File: src/rtl/io_input_bank.sv
// Memory-mapped bank of debounced input channels with sticky change flags
// and a clear-on-read status word; all state is clocked on io_clk.
module io_input_bank #(
    parameter int N_PORTS    = 2,
    parameter int WIDTH      = 5,
    parameter int DEBOUNCE   = 4,
    parameter int STATUS_IDX = 16
) (
    input  logic                       io_clk,
    input  logic                       resetn,
    input  logic [31:0]                addr,
    input  logic                       io_rd,
    input  logic [N_PORTS*WIDTH-1:0]   in_port,
    output logic [31:0]                io_read_data,
    output logic                       irq
);

    localparam logic [7:0] CNT_TC   = 8'(DEBOUNCE - 1);
    localparam logic [5:0] STAT_IDX = 6'(STATUS_IDX);

    logic [WIDTH-1:0]   s1_q     [N_PORTS];
    logic [WIDTH-1:0]   s1_d     [N_PORTS];
    logic [WIDTH-1:0]   s2_q     [N_PORTS];
    logic [WIDTH-1:0]   s2_d     [N_PORTS];
    logic [WIDTH-1:0]   s3_q     [N_PORTS];
    logic [WIDTH-1:0]   s3_d     [N_PORTS];
    logic [WIDTH-1:0]   stable_q [N_PORTS];
    logic [WIDTH-1:0]   stable_d [N_PORTS];
    logic [7:0]         cnt_q    [N_PORTS];
    logic [7:0]         cnt_d    [N_PORTS];
    logic [N_PORTS-1:0] flag_q;
    logic [N_PORTS-1:0] flag_d;
    logic [N_PORTS-1:0] accept;
    logic [5:0]         idx;
    logic               status_rd;
    logic               unused_addr;

    assign idx         = addr[7:2];
    assign status_rd   = io_rd && (idx == STAT_IDX);
    assign unused_addr = ^{addr[31:8], addr[1:0]};

    always_comb begin
        accept = '0;
        flag_d = '0;
        for (int k = 0; k < N_PORTS; k++) begin
            s1_d[k]     = in_port[k*WIDTH +: WIDTH];
            s2_d[k]     = s1_q[k];
            s3_d[k]     = s2_q[k];
            stable_d[k] = stable_q[k];
            cnt_d[k]    = 8'd0;
            if (s2_q[k] == s3_q[k] && s2_q[k] != stable_q[k]) begin
                if (cnt_q[k] == CNT_TC) begin
                    accept[k]   = 1'b1;
                    stable_d[k] = s2_q[k];
                end else begin
                    cnt_d[k] = cnt_q[k] + 8'd1;
                end
            end
            // A channel accepting on the clearing edge keeps its flag.
            flag_d[k] = accept[k] | (flag_q[k] & ~status_rd);
        end
    end

    always_ff @(posedge io_clk or negedge resetn) begin
        if (!resetn) begin
            for (int k = 0; k < N_PORTS; k++) begin
                s1_q[k]     <= '0;
                s2_q[k]     <= '0;
                s3_q[k]     <= '0;
                stable_q[k] <= '0;
                cnt_q[k]    <= 8'd0;
            end
            flag_q <= '0;
        end else begin
            for (int k = 0; k < N_PORTS; k++) begin
                s1_q[k]     <= s1_d[k];
                s2_q[k]     <= s2_d[k];
                s3_q[k]     <= s3_d[k];
                stable_q[k] <= stable_d[k];
                cnt_q[k]    <= cnt_d[k];
            end
            flag_q <= flag_d;
        end
    end

    always_comb begin
        io_read_data = '0;
        for (int k = 0; k < N_PORTS; k++) begin
            if (idx == 6'(k)) begin
                io_read_data[WIDTH-1:0] = stable_q[k];
            end
        end
        if (idx == STAT_IDX) begin
            io_read_data[N_PORTS-1:0] = flag_q;
        end
    end

    assign irq = |flag_q;

endmodule

File: config.mk
export PLATFORM = sky130hd
export DESIGN_NAME = io_input_bank
export DESIGN_NICKNAME = d
export VERILOG_FILES = /design/src/rtl/io_input_bank.sv
export SDC_FILE = /design/constraint.sdc
export NUM_CORES = 1
export LEC_CHECK = 0
export ABC_AREA = 0
export CAP_MARGIN = 20
export CORE_MARGIN = 1
export CORE_UTILIZATION = 45
export CTS_CLUSTER_DIAMETER = 50
export CTS_CLUSTER_SIZE = 30
export DETAILED_ROUTE_END_ITERATION = 16
export GPL_ROUTABILITY_DRIVEN = 0
export HOLD_SLACK_MARGIN = 0.1
export MAX_ROUTING_LAYER = met4
export PLACE_DENSITY = 0.78
export SYNTH_ARGS = -nofsm -noshare
export SYNTH_HDL_FRONTEND = slang
export SYNTH_SLANG_ARGS = --single-unit
File: constraint.sdc
create_clock -name io_clk -period 4.9 [get_ports io_clk]
set_input_delay 1.47 -clock io_clk [delete_from_list [all_inputs] [get_ports io_clk]]
set_output_delay 1.47 -clock io_clk [all_outputs]
set_load 0.05 [all_outputs]
==> flow_summary_export.csv, run 1 <==
group,metric,value,unit
status,status,"finished, final reports clean",
yosys,syn_area,2530,um2
setup_path,max_stage_delay,0.55,ns
timing,fin_setup_tns,0,ns
route,first_pass_iters,4,
route,wire_per_inst,12.29,um
timing,rsz0062_at_grt,"no",
route,drtAntennaViolNets,0,
setup_path,timing.rr.end,"stable_q[7]$_DFFE_PN0P_",
clock_tree,hold_buffers,0,
clock_tree,cts.sinks,58,
floorplanning,die_y,76.98,um
clock_tree,clock_path_buffers,2,
power,power.density,324.8,nW/um2
setup_path,r2r_start,"cnt_q[8]$_DFF_PN0_",
placement,port_buffers,24,
clock_tree,cts_inserted_buffers,9,
floorplanning,initial_utilization,0.4801,
placement,placed_area,2796,um2
setup_path,crit_required,3.43,ns
power,peakVddDrop,0.0002559,V
yosys,synth_cells,201,
power,leakagePower,0.001347,uW
route,drt_iter0_markers,83,
setup_path,worstSetupStartpointType,"input port",
timing,fmax,232.5,MHz
final_layout,final_design_area_no_fill,2967,um2
yosys,ys_ff_latch,58,
clock_tree,clk_latency,0.33,ns
timing,fin_crit,4.302,ns
global_route,grt_pass1_wl,6679,um
global_route,grt_pass1_vias,1481,
clock_tree,tritoncts,"yes",
route,wirelength,3784,um
setup_path,end_kind,"output port",
placement,dp_hpwl,2644,um
floorplanning,fp.dieArea,5926,um2
timing,worst_slack,0.5984,ns
final_layout,fin_util,0.5629,
timing,hold_slack,0.3463,ns
timing,final_max_slew_viol_count,0,
route,drc,0,
clock_tree,cts-resized-gates,0,
flow_run,maxCapViolations,0,
setup_path,cp_max_fo,2,
setup_path,arrival,2.83,ns
yosys,synth_top_cell_by_area,"dfrtp_1",
clock_tree,post_cts_buffers,0,
timing,hold_viol,0,
setup_path,crit_type,"in2out",
floorplanning,die_w,76.98,um
global_route,globalRouteOverflowTotal,0,
clock_tree,htreeDepth,3,
placement,dp_slack,0.5602,ns
timing,setup_viol,0,
yosys,synth_area_leaders,"dfrtp_1 (57%), buf_4 (8.0%), xor2_1 (6.6%)",
setup_path,slowest_stage,"or4_1",
setup_path,reg2reg_setup_slack,2.68,ns
route,vias_per_cell,4.740,
timing,fin_worst_skew,0.006346,ns
setup_path,crit_buf_inv,2,
floorplanning,rows,26,
final_layout,final_nets,281,
clock_tree,clock-root-buffer,"clkbuf_8",
yosys,synth_top_area_share,0.5737,
hold_path,holdPathStages,0,
hold_path,hold_end,"s2_q[4]$_DFF_PN0_",
final_layout,insertedDiodeCount,0,
yosys,yosys_warnings,0,
timing,slew_headroom,0.5242,
yosys,post_synth.cell_area_avg,12.59,um2
hold_path,worstHoldStart,"s1_q[4]$_DFF_PN0_",
yosys,ys_seq_area_frac,0.5737,
final_layout,area_growth,17.26,%
clock_tree,clk_pin_slew,0.06,ns
setup_path,critical_path.cell_chain,"clkdlybuf4s50_1 > or4_1 > nor2_1 > buf_12",
floorplanning,core_area,5270,um2
yosys,synth.distinct_cells,32,
final_layout,drive_gt1_frac,0.1555,
route,vias,1460,
global_route,antenna_found_initial,0,
hold_path,holdCritPathClass,"reg2reg",
timing,finalCritPeriodShare,0.8779,
floorplanning,ioPinCount,78,
global_route,grtUsageTotal,0.1510,
setup_path,ff2ff_path_depth,5,
setup_path,path_delay_family,"simple AND/OR/NAND/NOR gates",
timing,tightest_slew,0.7106,ns
global_route,grt_start_max_net_pins,59,
report_power, final:
part | internal [uW] | total (uW) | switching, uW
clock network | 205 | 374 | 169
logic | 21.7 | 87.5 | 65.9
registers | 492 | 502 | 9.49
cell usage in the layout, fill, tap and decap left out, types with 11 or more instances in the layout:
cell type | synthesis | layout
conb_1 | 1 | 27
nor3_1 | 14 | 14
xor2_1 | 19 | 19
clkbuf_8 | 0 | 11
nor2_1 | 13 | 13
nand3_1 | 12 | 12
xnor2_1 | 13 | 13
dfrtp_1 | 58 | 58
clkdlybuf4s50_1 | 0 | 18
layout make-up:
class | instances | area, um2
well taps | 70 | 87.58
multi-input cells | 139 | 960.9
clock inverters | 3 | 15.01
repair buffers | 25 | 292.8
clock buffers | 12 | 155.1
fillers | 447 | 2303
inverters | 1 | 3.754
flip-flops and latches | 58 | 1451
per-layer routing:
layer | routed length, um | global-route usage | vias to the layer above
met5 | 0 | - | -
met4 | 101 | 0.09245 | 0
met3 | 163 | 0.03214 | 9
met2 | 1775 | 0.2277 | 45
met1 | 1745 | 0.1860 | 712
li1 | - | - | 694
worst register-to-register path, delay by kind of cell, from the launching register on:
kind | cells | cell delay, ns
muxes | 1 | 0.31
adders and majority gates | 1 | 0.23
AOI/OAI and AO/OA | 1 | 0.37
and+or+nand+nor | 2 | 0.82
DFF | 1 | 0.37
registers in the layout, indices dropped and copies added, names as in the netlist:
signal and cells:
s3_q 10, stable_q 10, cnt_q 16, flag_q 2, s2_q 10, s1_q 10
cells in the mapped netlist:
library cell,n
a21o_1,1
a21o_2,1
a21oi_1,2
and3_1,4
and3_2,1
buf_2,1
buf_4,27
clkbuf_1,1
conb_1,1
dfrtp_1,58
ha_1,2
inv_1,1
mux2_2,5
mux2_4,5
mux2i_1,5
nand2_1,2
nand2b_1,1
nand3_1,12
nor2_1,13
nor2b_1,1
nor3_1,14
nor3b_1,1
nor4_1,2
nor4_4,1
o2111a_1,1
o2111a_4,1
o211ai_1,2
or2_2,1
or4_1,1
or4b_4,1
xnor2_1,13
xor2_1,19
cell families after synthesis:
logic type / after synthesis / share of synthesized area
flops: 58 / 0.5737
mux: 15 / 0.07171
simple gates: 55 / 0.1187
other cells: 1 / 0.001482
compound gates: 8 / 0.02868
buf+inv: 30 / 0.08506
xor+xnor: 32 / 0.1108
fa+ha+maj: 2 / 0.009890
worst max-delay path by stage:
stage	slack, ns	cells past startpoint	endpoint	startpoint
after global routing	0.51	5	io_read_data[3]	addr[7]
after floorplan	0.75	2	io_read_data[0]	addr[7]
after detailed placement	0.56	5	io_read_data[3]	addr[7]
after global placement	0.54	5	io_read_data[3]	addr[5]
after CTS	0.57	5	io_read_data[3]	addr[5]
final	0.60	4	io_read_data[0]	addr[7]
metrics by stage:
step                      instances  total power, uW
after floorplan                 227            586.0
after global placement          293            596.6
after detailed placement        293            598.4
after CTS                       308            973.4
after global routing            308             1001
final                           308            963.7
Note: power is estimated with default switching activity, not from simulation.
==> run 2, diff against run 1 <==
DONT_BUFFER_PORTS = 1   (was default)
PLACE_DENSITY = 0.61   (was 0.78)
==> flow_summary_export.csv, run 2 (synthesis gave the netlist of run 1 again) <==
group,metric,value,unit
hold_path,worstHoldStart,"s1_q[1]$_DFF_PN0_",
global_route,globalRouteOverflowTotal,0,
setup_path,crit_type,"in2out",
setup_path,critical_path.cell_chain,"nor4_1 > nand2b_1 > nor2_1 > buf_4",
global_route,grt_pass1_vias,1371,
floorplanning,die_y,76.98,um
route,vias,1356,
clock_tree,cts-resized-gates,0,
final_layout,drive_gt1_frac,0.1606,
floorplanning,ioPinCount,78,
clock_tree,post_cts_buffers,0,
final_layout,mostFrequentLayoutCells,"dfrtp_1 (58), conb_1 (27), xor2_1 (19), nor3_1 (14)",
timing,finalCritPeriodShare,0.7895,
hold_path,holdCritPathClass,"reg2reg",
setup_path,cp_max_fo,3,
hold_path,holdPathStages,0,
setup_path,slowest_stage,"nor4_1",
timing,fin_setup_tns,0,ns
placement,dp_slack,0.9926,ns
final_layout,fillerInstances,460,
floorplanning,rows,26,
final_layout,mostFrequentLayoutCell,"dfrtp_1",
final_layout,final_nets,261,
setup_path,max_stage_delay,0.35,ns
status,status,"finished, final reports clean",
global_route,antenna_found_initial,0,
floorplanning,fp.dieArea,5926,um2
setup_path,end_kind,"output port",
setup_path,path_delay_family,"simple AND/OR/NAND/NOR gates",
route,drt_iter0_markers,83,
route,wire_per_inst,12.67,um
timing,setup_viol,0,
flow_run,maxCapViolations,0,
setup_path,r2r_start,"cnt_q[8]$_DFF_PN0_",
final_layout,area_growth,8.506,%
timing,rsz0062_at_grt,"no",
setup_path,ff2ff_path_depth,5,
global_route,grt_pass1_wl,6265,um
final_layout,insertedDiodeCount,0,
clock_tree,htreeDepth,3,
global_route,grtUsageTotal,0.1415,
clock_tree,clk_pin_slew,0.06,ns
setup_path,reg2reg_setup_slack,2.67,ns
setup_path,timing.rr.end,"stable_q[9]$_DFFE_PN0P_",
clock_tree,cts_inserted_buffers,9,
setup_path,arrival,2.40,ns
placement,dp_hpwl,2681,um
power,total_power,999.5,uW
timing,fmax,258.5,MHz
global_route,grt_start_max_net_pins,59,
timing,worst_slack,1.031,ns
placement,dp.cells,273,
floorplanning,die_w,76.98,um
final_layout,top_register,"cnt_q",
timing,fin_worst_skew,0.006328,ns
route,vias_per_cell,4.708,
clock_tree,clock-root-buffer,"clkbuf_8",
floorplanning,core_area,5270,um2
timing,hold_viol,0,
route,wirelength,3649,um
final_layout,fin_cells,288,
route,first_pass_iters,4,
power,peakVddDrop,0.0002365,V
route,drtAntennaViolNets,0,
timing,final_max_slew_viol_count,0,
hold_path,hold_end,"s2_q[1]$_DFF_PN0_",
timing,slew_headroom,0.6004,
clock_tree,cts.sinks,58,
route,drc,0,
timing,tightest_slew,0.5967,ns
timing,fin_crit,3.869,ns
clock_tree,tritoncts,"yes",
setup_path,crit_required,3.43,ns
clock_tree,hold_buffers,0,
power,power.density,364.1,nW/um2
floorplanning,initial_utilization,0.4801,
setup_path,crit_buf_inv,1,
clock_tree,clock_path_buffers,2,
placement,port_buffers,0,
setup_path,worstSetupStartpointType,"input port",
clock_tree,clk_latency,0.31,ns
final_layout,largest_reg_flops,16,
power,leakagePower,0.001268,uW
-- run 2: cell types whose count changed in the layout (fill, tap and decap cells not counted), sizes merged --
cell           previous run  this run
clkdlybuf4s50            18         0
clkbuf                   12        13
bufinv                    0         1
buf                       7         5
clkinv                    3         1
-- run 2: cell type report --
type | instances | area [um2] | area share
clock inverters | 2 | 35.03 | 0.01276
multi-input cells | 139 | 960.9 | 0.3500
flip-flops and latches | 58 | 1451 | 0.5287
clock buffers | 13 | 168.9 | 0.06153
repair buffers | 5 | 37.54 | 0.01367
inverters | 1 | 3.754 | 0.001367
well taps | 70 | 87.58 | 0.03191
-- run 2: power by group --
part / leakage, uW / total, uW / switching, uW / internal (uW)
logic: 0.000422 / 62.7 / 53.6 / 9.19
clock network: 0.000106 / 435 / 162 / 273
registers: 0.000741 / 502 / 9.27 / 492
-- run 2: metal layers --
layer,track usage,up-vias,wire [um]
met5,-,-,0
met4,0.04528,0,49
met3,0.05595,6,208
met2,0.2161,42,1697
met1,0.1724,657,1694
li1,-,651,-
-- run 2: how the worst max path moves through the flow --
| stage | cells after the start | from | to | slack (ns) |
|---|---|---|---|---|
| 5_1_grt | 4 | addr[7] | io_read_data[2] | 0.81 |
| 3_5_place_dp | 4 | addr[7] | io_read_data[2] | 0.99 |
| 3_3_place_gp | 4 | addr[7] | io_read_data[2] | 1.00 |
| 4_1_cts | 4 | addr[7] | io_read_data[2] | 0.99 |
| 2_1_floorplan | 2 | addr[7] | io_read_data[0] | 0.75 |
| 6_report | 4 | addr[7] | io_read_data[2] | 1.03 |
-- run 2: stage by stage --
stage	instance area, um2	utilization	hold slack [ns]
2_1_floorplan	2628	-	0.3312
3_3_place_gp	2541	0.4822	0.3335
3_5_place_dp	2541	0.4822	0.3347
4_1_cts	2745	0.5209	0.3478
5_1_grt	2745	0.5209	0.3608
6_report	2745	0.5209	0.3462
-- run 2: worst register-to-register path: stages (launching register included) --
cell and delay, ns:
dfrtp_1 0.37, ha_1 0.24, or4b_4 0.49, nor4_4 0.33, o2111a_4 0.37, mux2_4 0.32
